==> src/rtl/cocomem_dat_engine.sv <==
`default_nettype none
// ============================================================================
// Module   : cocomem_dat_engine
// Brief    : DAT MMU for the CoCo MEM Jr successor. It maps CPU address
//            bits 15:13 to a PHYS_BITS-wide bank through the external 16-bit
//            DAT SRAM. A sequential engine copies or identity-fills the eight
//            DAT entries of a task while it holds the CPU in halt.
// Revision : 1.0 - initial release
// ============================================================================
module cocomem_dat_engine #(
    parameter int TASK_BITS = 12,
    parameter int PHYS_BITS = 8
) (
    input  logic                   e,
    input  logic                   reset,
    input  logic [15:0]            address_cpu,
    input  logic                   r_w_cpu,
    input  logic [7:0]             data_cpu_in,
    output logic [7:0]             data_cpu_out,
    output logic                   data_cpu_oe,
    output logic [TASK_BITS+2:0]   address_dat,
    input  logic [15:0]            data_dat_in,
    output logic [15:0]            data_dat_out,
    output logic [1:0]             we_dat,
    output logic [PHYS_BITS-1:0]   bank_out,
    output logic                   mem_sel,
    output logic                   halt
);

    // DAT bits above PHYS_BITS always read and write as zero
    localparam logic [15:0] c_PHYS_MASK = 16'((32'd1 << PHYS_BITS) - 32'd1);

    localparam logic [1:0] c_ST_IDLE = 2'd0;
    localparam logic [1:0] c_ST_RD   = 2'd1;
    localparam logic [1:0] c_ST_WR   = 2'd2;

    logic [1:0]           r_state;
    logic [1:0]           w_state_nxt;
    logic                 r_mmu_en;
    logic                 r_alt;
    logic [TASK_BITS-1:0] r_active_task;
    logic [TASK_BITS-1:0] r_access_task;
    logic                 r_busy;
    logic                 r_mode;
    logic [2:0]           r_slot;
    logic [15:0]          r_cap;

    // Register decode
    logic w_page_ff;
    logic w_sel_init0;
    logic w_sel_task_lo;
    logic w_sel_task_hi;
    logic w_sel_cmd;
    logic w_sel_win;
    logic w_cpu_wr;
    logic w_start;
    logic w_translate;

    assign w_page_ff     = (address_cpu[15:8] == 8'hFF);
    assign w_sel_init0   = (address_cpu == 16'hFF90);
    assign w_sel_task_lo = (address_cpu == 16'hFF91);
    assign w_sel_task_hi = (address_cpu == 16'hFF97);
    assign w_sel_cmd     = (address_cpu == 16'hFF98);
    assign w_sel_win     = (address_cpu[15:4] == 12'hFFA);

    // CPU writes are dropped entirely while the engine owns the DAT
    assign w_cpu_wr = !r_w_cpu && !r_busy;
    assign w_start  = (r_state == c_ST_IDLE) && w_cpu_wr && w_sel_cmd && data_cpu_in[7];

    // Tasks viewed at the architectural 12-bit width; missing bits read 0
    logic [11:0] w_active_ext;
    logic [11:0] w_access_ext;
    logic [11:0] w_target_ext;

    assign w_active_ext = 12'(r_active_task);
    assign w_access_ext = 12'(r_access_task);
    assign w_target_ext = r_alt ? w_access_ext : w_active_ext;

    // CPU-visible configuration registers
    always_ff @(posedge e or posedge reset) begin
        if (reset) begin
            r_mmu_en      <= 1'b0;
            r_alt         <= 1'b0;
            r_active_task <= '0;
            r_access_task <= '0;
        end else if (w_cpu_wr) begin
            if (w_sel_init0) begin
                r_mmu_en <= data_cpu_in[6];
            end
            if (w_sel_task_lo) begin
                r_alt <= data_cpu_in[7];
                if (data_cpu_in[7]) begin
                    r_access_task <= TASK_BITS'({w_access_ext[11:5], data_cpu_in[4:0]});
                end else begin
                    r_active_task <= TASK_BITS'({w_active_ext[11:5], data_cpu_in[4:0]});
                end
            end
            if (w_sel_task_hi) begin
                if (r_alt) begin
                    r_access_task <= TASK_BITS'({data_cpu_in[6:0], w_access_ext[4:0]});
                end else begin
                    r_active_task <= TASK_BITS'({data_cpu_in[6:0], w_active_ext[4:0]});
                end
            end
        end
    end

    // Engine state register
    always_ff @(posedge e or posedge reset) begin
        if (reset) begin
            r_state <= c_ST_IDLE;
        end else begin
            r_state <= w_state_nxt;
        end
    end

    // Engine next state: copy alternates RD/WR, fill stays in WR
    always_comb begin
        w_state_nxt = r_state;
        case (r_state)
            c_ST_IDLE: begin
                if (w_start) begin
                    w_state_nxt = data_cpu_in[6] ? c_ST_WR : c_ST_RD;
                end
            end
            c_ST_RD: begin
                w_state_nxt = c_ST_WR;
            end
            c_ST_WR: begin
                if (r_slot == 3'd7) begin
                    w_state_nxt = c_ST_IDLE;
                end else begin
                    w_state_nxt = r_mode ? c_ST_WR : c_ST_RD;
                end
            end
            default: begin
                w_state_nxt = c_ST_IDLE;
            end
        endcase
    end

    // Engine datapath: busy flag, mode, slot counter and read capture
    always_ff @(posedge e or posedge reset) begin
        if (reset) begin
            r_busy <= 1'b0;
            r_mode <= 1'b0;
            r_slot <= 3'd0;
            r_cap  <= 16'h0000;
        end else begin
            case (r_state)
                c_ST_IDLE: begin
                    if (w_start) begin
                        r_busy <= 1'b1;
                        r_mode <= data_cpu_in[6];
                        r_slot <= 3'd0;
                    end
                end
                c_ST_RD: begin
                    r_cap <= data_dat_in & c_PHYS_MASK;
                end
                c_ST_WR: begin
                    if (r_slot == 3'd7) begin
                        r_busy <= 1'b0;
                        r_slot <= 3'd0;
                    end else begin
                        r_slot <= r_slot + 3'd1;
                    end
                end
                default: begin
                    r_busy <= 1'b0;
                end
            endcase
        end
    end

    // DAT SRAM address, write strobes and write data
    always_comb begin
        address_dat  = {r_active_task, address_cpu[15:13]};
        we_dat       = 2'b00;
        data_dat_out = {data_cpu_in, data_cpu_in} & c_PHYS_MASK;
        case (r_state)
            c_ST_RD: begin
                address_dat = {r_active_task, r_slot};
            end
            c_ST_WR: begin
                address_dat  = {r_access_task, r_slot};
                we_dat       = 2'b11;
                data_dat_out = r_mode ? 16'(r_slot) : r_cap;
            end
            default: begin
                if (w_sel_win) begin
                    address_dat = {r_access_task, address_cpu[3:1]};
                    if (!r_w_cpu) begin
                        we_dat = address_cpu[0] ? 2'b01 : 2'b10;
                    end
                end
            end
        endcase
    end

    // Translation is suspended for $FFxx and while the engine runs
    assign w_translate = r_mmu_en && !w_page_ff && !r_busy;
    assign bank_out    = w_translate ? data_dat_in[PHYS_BITS-1:0] : PHYS_BITS'(address_cpu[15:13]);
    assign mem_sel     = w_translate && (data_dat_in[PHYS_BITS-1:3] != '0);
    assign halt        = r_busy;

    logic [15:0] w_dat_rd;
    assign w_dat_rd = data_dat_in & c_PHYS_MASK;

    // CPU read-back multiplexer and bus drive enable
    always_comb begin
        data_cpu_out = 8'h00;
        data_cpu_oe  = 1'b0;
        if (w_sel_init0) begin
            data_cpu_out = {1'b0, r_mmu_en, 6'b000000};
            data_cpu_oe  = r_w_cpu;
        end else if (w_sel_task_lo) begin
            data_cpu_out = {r_alt, 2'b00, w_target_ext[4:0]};
            data_cpu_oe  = r_w_cpu;
        end else if (w_sel_task_hi) begin
            data_cpu_out = {1'b0, w_target_ext[11:5]};
            data_cpu_oe  = r_w_cpu;
        end else if (w_sel_cmd) begin
            data_cpu_out = {r_busy, r_mode, 6'b000000};
            data_cpu_oe  = r_w_cpu;
        end else if (w_sel_win) begin
            data_cpu_out = address_cpu[0] ? w_dat_rd[7:0] : w_dat_rd[15:8];
            data_cpu_oe  = r_w_cpu;
        end
    end

endmodule
`default_nettype wire

==> config.mk <==
export PLATFORM = sky130hd
export DESIGN_NAME = cocomem_dat_engine
export DESIGN_NICKNAME = d
export VERILOG_FILES = /design/src/rtl/cocomem_dat_engine.sv
export SDC_FILE = /design/constraint.sdc
export NUM_CORES = 1
export LEC_CHECK = 0
export ABC_AREA = 1
export BUFFER_PORTS_ARGS = -buffer_cell sky130_fd_sc_hd__buf_4
export CORE_MARGIN = 5
export CORE_UTILIZATION = 30
export CTS_BUF_LIST = sky130_fd_sc_hd__clkbuf_4 sky130_fd_sc_hd__clkbuf_8
export DETAILED_ROUTE_END_ITERATION = 6
export PLACE_DENSITY = 0.56
export SLEW_MARGIN = 10
export SYNTH_ARGS = -nofsm -noshare
export SYNTH_HDL_FRONTEND = slang
export SYNTH_SLANG_ARGS = --single-unit
==> constraint.sdc <==
create_clock -name e -period 1.8 [get_ports e]
set_input_delay 0.27 -clock e [delete_from_list [all_inputs] [get_ports e]]
set_output_delay 0.27 -clock e [all_outputs]
set_load 0.02 [all_outputs]
# Word-level counts from Yosys, hierarchy flattened
# Cells that the tools add are included.
# classes
n_eq_ne,13
reduce_logical,20
addsub,1
n_bitwise,1
mux,40
# ops
op,n
$mux 8,9
$eq 16x16->1 const B,4
$mux 12,5
$pmux 15 s2,1
$mux 5,4
$mux 15,1
$mux 2,7
$eq 12x12->1 const B,1
$reduce_and 2->1,6
$eq 8x8->1 const B,1
$ne 2x2->1 const B,4
$logic_and 1x1->1,7
$mux 1,7
$mux 3,2
$pmux 2 s3,1
$pmux 3 s2,1
$reduce_bool 5->1,1
$pmux 2 s2,1
$add 3x1->3 const B,1
$eq 3x3->1 const B,1
$logic_not 1->1,3
$pmux 1 s3,1
$reduce_and 3->1,1
$eq 2x1->1 const B,1
4 further kinds,4
# totals
regBits,41
input_bits,43
wordCells,86

# Depth between registers and ports, before layout
# logic_depth
depth_word,7
ltp_mapped,11

# Worst setup path before layout
# OpenSTA, ideal clock, no wires.
# synth_path
kind,flip-flop to output port
startpoint,register r_state[0]
endpoint,output port we_dat[1]
t_arrival_ns,1.614
path_stages_with_launch,4
slack_ns,-0.084
required_ns,1.530
path_cell_list,dfrtp_1 > inv_1 > ha_1 > o41ai_1
# synth_between
elab_chain_cells,2
elab_cells_between_ends,3
# synth_rtl
item,line_no,source
from (decl),37,logic [1:0] r_state;
from (signal assigned),111,r_state <= c_ST_IDLE;
from (signal assigned),113,r_state <= w_state_nxt;
$eq 2x2->1 or $eq 2x1->1 (tied branches),181,case (r_state)
$pmux 2 s2 (*),181,
to (decl),24,"output logic [1:0] we_dat,"
# Every way passes the cells marked *; elsewhere a longest branch is shown, timed or not.

# Worst setup path in the final report
# layout_path
startpoint,register r_state[1]
endpoint,output port address_dat[12]
# layout_between
elab_chain_cells,2
elab_cells_between_ends,3
# layout_rtl
item,line_no,source
$eq 2x2->1 or $eq 2x1->1 (tied branches),181,
$pmux 15 s2 (*),181,
to (decl),21,"output logic [TASK_BITS+2:0] address_dat,"
# Marks and branches as above.

==> run summary <==
Status -> finished, violations left
Failing checks -> negative setup slack
Fillers -> 955
Combinational share of power -> 0.654
CTS tree -> done
Top cells by area, synth -> dfrtp_1, nand2_1, o21ai_0
GR Util All Layers -> 0.180
Routed length on met2 -> 5230 microns
Synthesized area -> 2930 sq um
Seq/Total Area, Yosys -> 0.351
Tmin final -> 1.98 ns
Number of global-route vias before repair -> 3205
Cell with the most instances after synthesis -> nand2_1
Uppermost routed layer -> met4
Worst Reg-to-Reg Cells -> 11
Syn Area/Cell -> 6.88 sq um
Final Cycle Share -> 1.10
Slew @ Worst Pin -> 0.552 ns
GP Congestion -> 0.907
Reg2reg end -> r_state[1]
Detail Route met3 WL -> 590 microns
Bufs on Longest Clock Path -> 2
Layout area overhead -> 65.2%
Clk sinks -> 41
Rows -> 36
Footprint of the multi-input gates -> 1960 sq um
Crit path buffers/inverters -> 4
Initial antenna violation count -> 0
Crit-path cells -> inv_2 > ha_4 > buf_6 > buf_8 > nand3_2 > o211ai_1 > buf_4
Length of routed wiring on met1 -> 5050 microns
Power Density -> 1050 nW/um^2
Starting DRT DRC Count -> 153
Setup Skew -> 0.00817 ns
Post-synthesis sequential element count -> 41
Switching part of the total -> 0.432
Post-layout nets -> 606
Pin count of the biggest net entering global routing -> 42
Most used DFF post-synth -> dfrtp_1
Post-Syn Instances -> 425
Switching power of the nets -> 2.19 mW
Chip width -> 109 microns
CP max stage cell -> dfrtp_1
Total Power -> 5.07 mW
Hold_buf cts -> 0
1st-pass router iterations -> 5
Clock Latency Late Sink -> 0.29 ns
Crit path max fanout -> 7
Worst path max stage delay -> 0.38 ns
Ys async rst share -> 1.00
Sequential cell area -> 1030 sq um
Final setup margin -> -0.178 ns
Via count -> 3377
MaxCap Viol Count -> 0
Worst Setup End Kind -> output pin
# H-tree levels -> 2
Non-filler cells, final -> 690
Die Footprint -> 11800 sq um
Core Area -> 9640 sq um
FF-to-FF Start -> r_state[0]
Synth cell count leaders -> nand2_1, inv_1, o21ai_0
IO Port Bufs -> 78
Remaining Overflow, GRT -> 0
Root Driver -> clkbuf_8
Aggregate routed wire length -> 11100 microns
Share of cells above drive strength 1 -> 0.418
Final Hold Vio Count -> 0
Internal -> 2.88 mW
Worst path top cell family by delay -> buffers and inverters
Setup CP Type -> reg -> out
Required @ worst endpoint -> 1.53 ns
DRC -> 0
Vias/cell -> 4.89
Largest area contributor in the netlist -> dfrtp_1
Post-DP HPWL -> 8050 microns
Max-slew headroom -> 0.632
FF-to-FF setup slack -> 0.11 ns
Tightest Hold Check Type -> in -> async
Placed insts -> 663
Num ports -> 95
Yosys warning count -> 0
Starting density of the core -> 0.303
Top-area cell type share of the netlist area -> 0.351
Final Max Slew Viols -> 0
Global-route wire length before repair -> 16400 microns
Final setup vio count -> 24
Worst setup SP type -> flip-flop
Seq pwr share -> 0.221
Post-synthesis cell type count -> 35
Clock power frac -> 0.126
Die Y-Extent -> 109 microns
Fmax -> 506 MHz
Leakage -> 2.30 nW
Max IR drop VDD -> 522 uV
Post-synth EDFFs -> 0
CTS Buf Count -> 5
Ant diodes -> 0
RSZ-0062 raised after global routing -> true
Clock-pin slew reported for the worst setup and hold paths after clock tree synthesis -> 0.08 ns
WL per Instance -> 16.0 microns
Crit path DAT -> 1.71 ns
Post-route ant nets -> 0
## what timing repair did
item | CTS | global route
setup endpoints to repair | 34 | 38
hold endpoints to repair | 0 | 0
gates resized for setup | 98 | 57
setup buffers | 7 | 9
gates cloned | 0 | 4
pin swaps | 26 | 29
## through the flow
step	utilization	cell area, sq um	hold WS (ns)	worst slack (ns)	TNS (ns)
floorplan	-	2960	0.387	-0.00296	-0.0148
global placement	0.411	3960	0.456	-0.113	-1.03
detailed placement	0.411	3960	0.457	-0.117	-1.14
CTS	0.464	4470	0.136	-0.166	-2.32
global route	0.501	4830	0.185	-0.232	-4.27
finish	0.501	4830	0.115	-0.178	-2.51
## power by group through the flow
stage	registers [mW]	logic (mW)	clock network (mW)
after floorplan	1.11	1.24	0
after global placement	1.12	2.31	0
after detailed placement	1.12	2.33	0
after CTS	1.11	3.05	0.651
after global routing	1.13	3.51	0.685
final	1.12	3.31	0.637
## per-layer routing
layer,vias to the layer above,GRT usage
met3,14,0.0195
met1,1586,0.246
met4,0,0.0568
met2,123,0.297
met5,-,0
li1,1654,-
## cells by family after synthesis
family | after synthesis | share of synthesized area
other | 1 | 0.00128
buffers and inverters | 93 | 0.134
flip-flops | 41 | 0.351
adder cells (fa/ha/maj) | 6 | 0.0257
AND/OR/NAND/NOR | 168 | 0.255
AO/OA/AOI/OAI | 116 | 0.233
## state kept, by name (all words and copies together) (netlist names)
name	count
halt	1
r_access_task	12
r_active_task	12
r_alt	1
r_cap	8
r_mmu_en	1
r_mode	1
r_slot	3
r_state	2
## how the worst max path moves through the flow
stage                          from               to  cells after the start
floorplan                r_state[0]  address_dat[10]                      6
global placement    address_cpu[11]  data_cpu_out[4]                     10
detailed placement  address_cpu[11]  data_cpu_out[4]                     11
CTS                      r_state[1]   address_dat[9]                      6
global route             r_state[1]   address_dat[7]                      6
finish                   r_state[1]  address_dat[12]                      7
## area by class of cell
class	instances	area share
timing repair buffer	141	0.270
tap	133	0.0344
clock buffer	6	0.0171
sequential	41	0.213
multi-input combinational	298	0.406
timing repair inverter	1	0.00104
clock inverter	1	0.00155
inverter	69	0.0577
## worst register-to-register path: cells and delay by family (launching register included)
kind | cells | cell delay (ns)
DFF | 1 | 0.39
adders and majority gates | 1 | 0.18
buffers and inverters | 5 | 0.57
AOI/OAI and AO/OA | 2 | 0.20
and+or+nand+nor | 3 | 0.27
## cell usage in the layout, fill, tap and decap left out, types with 2 or more instances in the layout
| cell type | n |
|---|---|
| a211oi_1 | 2 |
| a21oi_1 | 7 |
| a21oi_2 | 4 |
| buf_12 | 4 |
| buf_4 | 101 |
| buf_6 | 28 |
| buf_8 | 5 |
| clkbuf_16 | 3 |
| clkbuf_8 | 6 |
| clkinvlp_4 | 3 |
| conb_1 | 8 |
| dfrtp_1 | 40 |
| ha_1 | 3 |
| ha_4 | 3 |
| inv_1 | 58 |
| inv_2 | 6 |
| inv_6 | 2 |
| nand2_1 | 83 |
| nand2_2 | 7 |
| nand2_4 | 10 |
| nand3_1 | 6 |
| nand3_2 | 11 |
| nand4_1 | 5 |
| nor2_1 | 21 |
| nor2_2 | 4 |
| nor2_4 | 7 |
| nor3_2 | 5 |
| o211ai_1 | 20 |
| o21ai_0 | 41 |
| o21ai_1 | 21 |
| o21ai_2 | 4 |
| o221ai_1 | 5 |
| o221ai_2 | 2 |
| o22ai_4 | 5 |
(Power assumes the default switching activity.)
